`config.mk`:
```
export PLATFORM = sky130hd
export DESIGN_NAME = sfp_div_ctrl
export DESIGN_NICKNAME = d
export VERILOG_FILES = /design/src/rtl/sfp_pkg.sv /design/src/rtl/sfp_sync_to_cnt.sv /design/src/rtl/sfp_div_ctrl.sv
export SDC_FILE = /design/constraint.sdc
export NUM_CORES = 1
export LEC_CHECK = 0
export ABC_AREA = 1
export BUFFER_PORTS_ARGS = -buffer_cell sky130_fd_sc_hd__buf_2
export CORE_MARGIN = 1.5
export CORE_UTILIZATION = 59
export DETAILED_ROUTE_END_ITERATION = 10
export PLACE_DENSITY = 0.93
export SETUP_SLACK_MARGIN = 0.1
export SLEW_MARGIN = 20
export SYNTH_ARGS = -nofsm -noshare
export SYNTH_HDL_FRONTEND = slang
export SYNTH_SLANG_ARGS = --single-unit
```
`constraint.sdc`:
```
create_clock -name clk -period 4.45 [get_ports clk]
set_input_delay 1.1125 -clock clk [delete_from_list [all_inputs] [get_ports clk]]
set_output_delay 1.1125 -clock clk [all_outputs]
set_load 0.01 [all_outputs]
```
`src/rtl/sfp_pkg.sv`:
```
// Shared types and sizing for the SFP partial-sum exchange sequencer.
// Also used by the top-level core controller.
package sfp_pkg;

  localparam int ROWS_MAX = 16;
  localparam int RW       = 5;

  typedef enum logic [2:0] {
    IDLE  = 3'd0,
    ACC   = 3'd1,
    DRAIN = 3'd2,
    SYNC  = 3'd3,
    DIV   = 3'd4,
    FLUSH = 3'd5
  } sfp_state_e;

  // Row counts above the FIFO depth saturate at the depth.
  function automatic logic [RW-1:0] clamp_rows(input logic [RW-1:0] n);
    return (n > RW'(ROWS_MAX)) ? RW'(ROWS_MAX) : n;
  endfunction

endpackage

```
`src/rtl/sfp_sync_to_cnt.sv`:
```
// Sync-wait timeout counter: counts consecutive enabled cycles and flags the
// TO_CYC-th one. Used by sfp_div_ctrl only when SFP_DIV_TIMEOUT_EN is defined.
module sfp_sync_to_cnt #(
  parameter int TO_CYC = 255
) (
  input  logic clk,
  input  logic reset,
  input  logic en,
  output logic hit
);

  localparam int CW = $clog2(TO_CYC + 1);

  logic [CW-1:0] cnt_q, cnt_d;

  always_comb begin
    cnt_d = '0;
    if (en) cnt_d = cnt_q + CW'(1);
  end

  always_ff @(posedge clk or posedge reset) begin
    if (reset) cnt_q <= '0;
    else       cnt_q <= cnt_d;
  end

  assign hit = en && (cnt_q == CW'(TO_CYC - 1));

endmodule

```
`src/rtl/sfp_div_ctrl.sv`:
```
// Sequencer for the partial-sum exchange between two SFP cores (acc/div/fifo_ext_rd).
// Optional sync-wait timeout is enabled by defining SFP_DIV_TIMEOUT_EN.
module sfp_div_ctrl
  import sfp_pkg::*;
#(
  parameter int TO_CYC = 255
) (
  input  logic          clk,
  input  logic          reset,
  input  logic          start,
  input  logic [RW-1:0] num_rows,
  input  logic          out_stall,
  input  logic          peer_rdy,
  output logic          local_rdy,
  output logic          acc,
  output logic          div,
  output logic          fifo_ext_rd,
  output logic          out_valid,
  output logic [RW-1:0] out_row,
  output logic          busy,
  output logic          done,
  output logic          timeout,
  output sfp_state_e    dbg_state
);

  // Handshake: local_rdy means "sums queued and sfp_out can be accepted".
  // A row divides only when both cores are ready in the same cycle (adv), so
  // both instances see identical adv and stay in lockstep.
  sfp_state_e    state_q, state_d;
  logic [RW-1:0] n_q, n_d;
  logic [RW-1:0] row_q, row_d;
  logic [RW-1:0] dcnt_q, dcnt_d;
  logic          ext_rd_q, ov_q, done_q;
  logic [RW-1:0] out_row_q;
  logic          adv;
  logic          to_hit;
  logic [RW-1:0] start_n;

  assign start_n   = clamp_rows(num_rows);
  assign local_rdy = ((state_q == SYNC) || (state_q == DIV)) && !out_stall;
  assign adv       = local_rdy && peer_rdy;

  always_ff @(posedge clk or posedge reset) begin
    if (reset) begin
      state_q <= IDLE;
      n_q     <= '0;
      row_q   <= '0;
      dcnt_q  <= '0;
    end else begin
      state_q <= state_d;
      n_q     <= n_d;
      row_q   <= row_d;
      dcnt_q  <= dcnt_d;
    end
  end

  always_comb begin
    state_d = state_q;
    n_d     = n_q;
    row_d   = row_q;
    dcnt_d  = dcnt_q;
    case (state_q)
      IDLE: begin
        if (start) begin
          n_d    = start_n;
          row_d  = '0;
          dcnt_d = '0;
          if (start_n != '0) state_d = ACC;
        end
      end
      ACC: begin
        row_d = row_q + RW'(1);
        if (row_q == n_q - RW'(1)) state_d = DRAIN;
      end
      DRAIN: state_d = SYNC;
      SYNC: begin
        // The first adv only aligns both cores; no division happens here.
        if (adv)         state_d = DIV;
        else if (to_hit) state_d = IDLE;
      end
      DIV: begin
        if (adv) begin
          dcnt_d = dcnt_q + RW'(1);
          if (dcnt_q == n_q - RW'(1)) state_d = FLUSH;
        end
      end
      FLUSH:   state_d = IDLE;
      default: state_d = IDLE;
    endcase
  end

  always_comb begin
    acc  = (state_q == ACC);
    div  = (state_q == DIV) && adv;
    busy = (state_q != IDLE);
  end

  // sfp_row pops its ext FIFO and presents sfp_out one cycle after div.
  always_ff @(posedge clk or posedge reset) begin
    if (reset) begin
      ext_rd_q  <= 1'b0;
      ov_q      <= 1'b0;
      out_row_q <= '0;
      done_q    <= 1'b0;
    end else begin
      ext_rd_q  <= div;
      ov_q      <= div;
      out_row_q <= dcnt_q;
      done_q    <= ((state_q == IDLE) && start && (start_n == '0)) || (state_q == FLUSH);
    end
  end

  assign fifo_ext_rd = ext_rd_q;
  assign out_valid   = ov_q;
  assign out_row     = out_row_q;
  assign done        = done_q;
  assign dbg_state   = state_q;

`ifdef SFP_DIV_TIMEOUT_EN
  logic timeout_q;
  logic sync_wait;

  assign sync_wait = (state_q == SYNC) && !adv;

  sfp_sync_to_cnt #(.TO_CYC(TO_CYC)) u_to_cnt (
    .clk   (clk),
    .reset (reset),
    .en    (sync_wait),
    .hit   (to_hit)
  );

  always_ff @(posedge clk or posedge reset) begin
    if (reset)       timeout_q <= 1'b0;
    else if (to_hit) timeout_q <= 1'b1;
  end

  assign timeout = timeout_q;
`else
  logic unused_to;
  assign unused_to = (TO_CYC != 0);
  assign to_hit    = 1'b0;
  assign timeout   = 1'b0;
`endif

endmodule
```
==> flow_summary.ini, run 1 <==
[power_and_ir_drop]
cellPowerDensity_nw_per_um2 = 628
vdd.ir_drop.worst_mv = 0.399
power_leakage_nw = 0.885
power.total_mw = 0.999

[critical_path]
cp-end-kind = output port
r2r_setup_slack_ps = 2600
r2r_start = n_q[0]$_DFFE_PP0P_
path_max_fanout = 4
path_class = in -> out
path_buf_inv = 3
slowest_delay_ps = 170
crit_family = buffers and inverters
regToRegEndpoint = dbg_state[2]$_DFFE_PP0P_
r2r_cells = 13
cp_data_arrival_time_ps = 1770
required_ps = 3340
crit_chain = buf_2 > nor3_2 > nand2_1 > inv_1 > buf_2
cp-start-kind = input pin
worst_path_max_delay_cell = nor3_2
path_common_cell = buf_2

[timing]
tns_ps = 0
fin_ws_ps = 1570
slew_viol_final = 0
fin_crit_ps = 2880
holdWs_ps = 491
rsz0062_at_grt = no
slew_headroom_pct = 41.6
clock_skew_ps = 3.84
worst_pin_slew_ps = 875
setup_violations = 0
hold_viol = 0
max_freq_ghz = 0.347
period_share_pct = 64.8

[placement]
place_ws_ps = 1570
io_buffer_count = 24
gp_congestion = 0.820
place_hpwl_um = 2100

[logic_synthesis]
synth.top_cell.area_share_pct = 44.0
yosysUniqueCellTypes = 26
synth-seq-cells = 25
synth-seq-area-share_pct = 44.0
avgSynthCellArea_um2 = 7.49
ys_warn_count = 0
syn_area_um2 = 1420
syn-num-nets = 203
synthTopCellsByArea = dfrtp_1 (44%), nand2_1 (13%), nand3_1 (7.7%), inv_1 (7.4%), nor2_1 (5.0%)
syn_inst = 190
yosys.area.top_type = dfrtp_1

[global_route]
grt_max_degree = 26
grt.overflow.total = 0
grt_pass1_vias = 1142
antenna_found_initial = 0
track_usage_pct = 23.2
grt_pass1_wl_um = 4660

[layout]
area_delta_synth_final_pct = 11.8
nets = 230
n_antenna_cell = 0
drive_above_1_share_pct = 19.0

[die]
die_area_um2 = 2710
ios = 26
chipHeight_um = 52.1
die_x_um = 52.1
start_util_pct = 63.1
fp-row-count = 17
core_area_um2 = 2250

[clock_network]
cts-htree-levels = 1
clk_pin_slew_ps = 130
cts_hold_buf = 0
clock_path_buffers = 2
numCtsBuffers = 3
postCtsSetupBuffers = 0
cts_root_buf = clkbuf_4
clock_latency_ps = 320
cts_resized = 0
cts_tree = yes
cts_num_sinks = 25

[route]
avgViaCountPerCell = 5.18
vias = 1263
drt_iter0_markers = 21
ant_nets = 0
wire_per_inst_um = 10.9
wirelength_um = 2660
route.detailed.drc = 0
drt-pass1-iter-count = 5

[outcome]
status = complete, no violations

[worst_hold_path]
hp-start = dcnt_q[4]$_DFFE_PP0P_
hp-class = reg -> reg
hold_depth = 0
hold_path_end = out_row[4]$_DFF_PP0_

[flow_run]
maxCapViolCount = 0
==> how the worst max path moves through the flow <==
| stage | start | end | cells past startpoint |
|---|---|---|---|
| after floorplan | peer_rdy | div | 4 |
| after global placement | out_stall | div | 5 |
| after detailed placement | out_stall | div | 5 |
| after CTS | out_stall | div | 5 |
| after global routing | dbg_state[0]$_DFFE_PP0P_ | div | 6 |
| final | out_stall | div | 5 |
==> registers in the layout (all words and copies together) (netlist names) <==
signal	cells
out_row	5
dcnt_q	5
n_q	5
dbg_state	3
done	1
out_valid	1
row_q	5
==> cell usage after synthesis <==
cell type  instances
nor3_2             1
clkinv_1           1
nor2_4             1
a21oi_1            4
nand3_1           22
conb_1             1
nand2_1           48
o2111ai_1          1
inv_1             28
dfrtp_1           25
o21ai_0           10
o22ai_1            4
nor2_8             1
xor2_1             3
nor2_1            19
o21ai_2            1
nand2_2            1
inv_4              1
o32ai_1            1
ha_1               3
buf_4              2
nor2_2             2
a21oi_2            1
nand3b_1           1
inv_2              4
nand4_1            4
==> layout by cell type, fill, tap and decap left out, drive strengths merged <==
cell type  instances
inv               33
dfrtp             25
nand3             22
xor2               3
clkinv             2
o2111ai            1
ha                 3
nand4              4
nor3               1
buf               24
conb               1
nand2             49
o32ai              1
a21oi              5
o21ai             11
nor2              23
o22ai              4
clkbuf             3
nand3b             1
==> metal layers <==
layer	vias up	track usage (%)	wire length, um
met2	32	39.5	1240
met5	-	0	0
met4	0	8.33	50
li1	657	-	-
met3	6	2.59	116
met1	568	30.2	1250
==> power breakdown <==
| group | total, mW | internal, mW | leakage [nW] | switching, mW |
|---|---|---|---|---|
| clock network | 0.101 | 0.0336 | 0.0177 | 0.0675 |
| registers | 0.353 | 0.291 | 0.334 | 0.0615 |
| logic | 0.545 | 0.193 | 0.533 | 0.352 |
==> cells by family (layout without fill, tap and decap cells) <==
logic type,Yosys count,count (layout),synth area share (%)
AND/OR/NAND/NOR,100,100,31.9
flip-flops,25,25,44.0
AO/OA/AOI/OAI,22,22,9.15
other,1,1,0.264
buffers and inverters,36,62,10.2
XOR/XNOR,3,3,1.85
adder cells (fa/ha/maj),3,3,2.64
==> cell type report <==
cell class	count	area, um^2
Fill cell	200	664
Multi-Input combinational cell	129	652
Sequential cell	25	626
Inverter	34	130
Timing Repair Buffer	24	120
Tap cell	28	35.0
Clock buffer	3	22.5
Clock inverter	1	5.00
==> metrics by stage <==
stage,std cells,instance area (um^2),util [%]
floorplan,190,1420,-
global placement,240,1560,69.3
detailed placement,240,1560,69.3
CTS,244,1590,70.5
global route,244,1590,70.5
finish,244,1590,70.5
(Power assumes the default switching activity.)
==> run 2: changes to the inputs <==
--- a/config.mk
+++ b/config.mk
@@ -8,9 +8,9 @@
 export ABC_AREA = 1
 export BUFFER_PORTS_ARGS = -buffer_cell sky130_fd_sc_hd__buf_2
 export CORE_MARGIN = 1.5
-export CORE_UTILIZATION = 59
+export CORE_UTILIZATION = 54
 export DETAILED_ROUTE_END_ITERATION = 10
-export PLACE_DENSITY = 0.93
+export PLACE_DENSITY = 0.87
 export SETUP_SLACK_MARGIN = 0.1
 export SLEW_MARGIN = 20
 export SYNTH_ARGS = -nofsm -noshare
==> constraint.sdc (replaced) <==
create_clock -name clk -period 2.8 [get_ports clk]
set_input_delay 0.7 -clock clk [delete_from_list [all_inputs] [get_ports clk]]
set_output_delay 0.7 -clock clk [all_outputs]
set_load 0.01 [all_outputs]
==> flow_summary.ini, run 2 (synthesis gave the netlist of run 1 again) <==
[power_and_ir_drop]
vdd.ir_drop.worst_mv = 0.596
power_leakage_nw = 0.882
pwr-share-clk_pct = 10.2
seq_power_share_pct = 34.9
cellPowerDensity_nw_per_um2 = 1010
power.total_mw = 1.61
p_sw_share_pct = 48.8
power.switching_mw = 0.787
pwr-share-comb_pct = 54.9
p_int_mw = 0.826

[outcome]
status = complete, no violations

[layout]
area_delta_synth_final_pct = 11.9
drive_above_1_share_pct = 18.5
n_antenna_cell = 0
nets = 230
layout_commonest_cell = nand2_1
final_cell_mix = nand2_1 (48), inv_1 (28), dfrtp_1 (25)

[critical_path]
slowest_delay_ps = 470
cp_data_arrival_time_ps = 1640
worst_path_max_delay_cell = dfrtp_1
cp-end-kind = output port
cp-start-kind = flop
crit_chain = nor2_2 > inv_2 > nor2_1 > nand2_1 > inv_1 > buf_2
path_max_fanout = 7
path_class = reg -> out
required_ps = 2100

[clock_network]
clock_latency_ps = 330
cts_root_buf = clkbuf_4
clock_path_buffers = 2
cts_num_sinks = 25
cts-htree-levels = 1
postCtsSetupBuffers = 0
clk_pin_slew_ps = 130
cts_resized = 0
cts_hold_buf = 0
cts_tree = yes
numCtsBuffers = 3

[route]
drt-pass1-iter-count = 5
vias = 1294
wire_per_inst_um = 11.2
drt_iter0_markers = 37
wirelength_um = 2760
avgViaCountPerCell = 5.26
route.detailed.drc = 0
ant_nets = 0

[die]
chipHeight_um = 54.3
ios = 26
die_x_um = 54.3
fp-row-count = 18
die_area_um2 = 2950
start_util_pct = 57.4
core_area_um2 = 2480

[timing]
hold_viol = 0
worst_pin_slew_ps = 912
slew_viol_final = 0
period_share_pct = 83.4
clock_skew_ps = 4.05
fin_crit_ps = 2340
rsz0062_at_grt = no
setup_violations = 0
slew_headroom_pct = 39.1
tns_ps = 0
max_freq_ghz = 0.428

[worst_hold_path]
hp-class = reg -> reg

[placement]
io_buffer_count = 24
gp_congestion = 0.917
place_hpwl_um = 2120

[flow_run]
maxCapViolCount = 0

[global_route]
grt_pass1_wl_um = 4640
antenna_found_initial = 0
grt.overflow.total = 0
grt_max_degree = 26
track_usage_pct = 22.0
grt_pass1_vias = 1117
## run 2: area by class of cell
cell class,instances,area [um^2]
Fill cell,239,886
Multi-Input combinational cell,129,652
Sequential cell,25,626
Inverter,34,130
Timing Repair Buffer,24,120
Tap cell,30,37.5
Clock buffer,4,26.3
## run 2: stage by stage
| stage | hold slack, ps | instances | utilization [%] | area, um^2 | setup slack (ps) |
|---|---|---|---|---|---|
| floorplan | 411 | 190 | - | 1420 | 996 |
| finish | 466 | 246 | 64.2 | 1590 | 463 |
| global placement | 435 | 242 | 63.2 | 1570 | 798 |
| global route | 495 | 246 | 64.2 | 1590 | 309 |
| CTS | 468 | 246 | 64.2 | 1590 | 461 |
| detailed placement | 437 | 242 | 63.2 | 1570 | 777 |
## run 2: per-layer routing
metal | track usage, % | vias to the layer above | wire length (um)
met5 | 0 | - | 0
li1 | - | 655 | -
met4 | 12.5 | 0 | 74
met2 | 34.7 | 44 | 1270
met3 | 2.46 | 7 | 146
met1 | 29.2 | 588 | 1270
## run 2: path summary, 6_finish.rpt
path / startpoint / to / slack (ps) / cells after the start
max: dbg_state[0]$_DFFE_PP0P_ / div / 460 / 6
min: dcnt_q[4]$_DFFE_PP0P_ / out_row[4]$_DFF_PP0_ / 470 / 0
max reg2reg: n_q[0]$_DFFE_PP0P_ / dbg_state[2]$_DFFE_PP0P_ / 880 / 13
min reg2reg: dcnt_q[4]$_DFFE_PP0P_ / out_row[4]$_DFF_PP0_ / 470 / 0
max in group asynchronous: reset / dbg_state[2]$_DFFE_PP0P_ / 1700 / 2
min in group asynchronous: reset / row_q[3]$_DFFE_PP0P_ / 540 / 2
## run 2: worst max-delay path: cells and delay by family, from the launching register on
family,cells,cell delay [ps]
and+or+nand+nor,3,550
DFF,1,470
buffers and inverters,3,290
## run 2: power groups by stage
stage	Clock (mW)	Sequential (mW)	Combinational, mW
finish	0.164	0.563	0.886
global route	0.179	0.583	1.00
detailed placement	0	0.569	0.873
global placement	0	0.565	0.860
floorplan	0	0.563	0.666
CTS	0.168	0.561	0.881
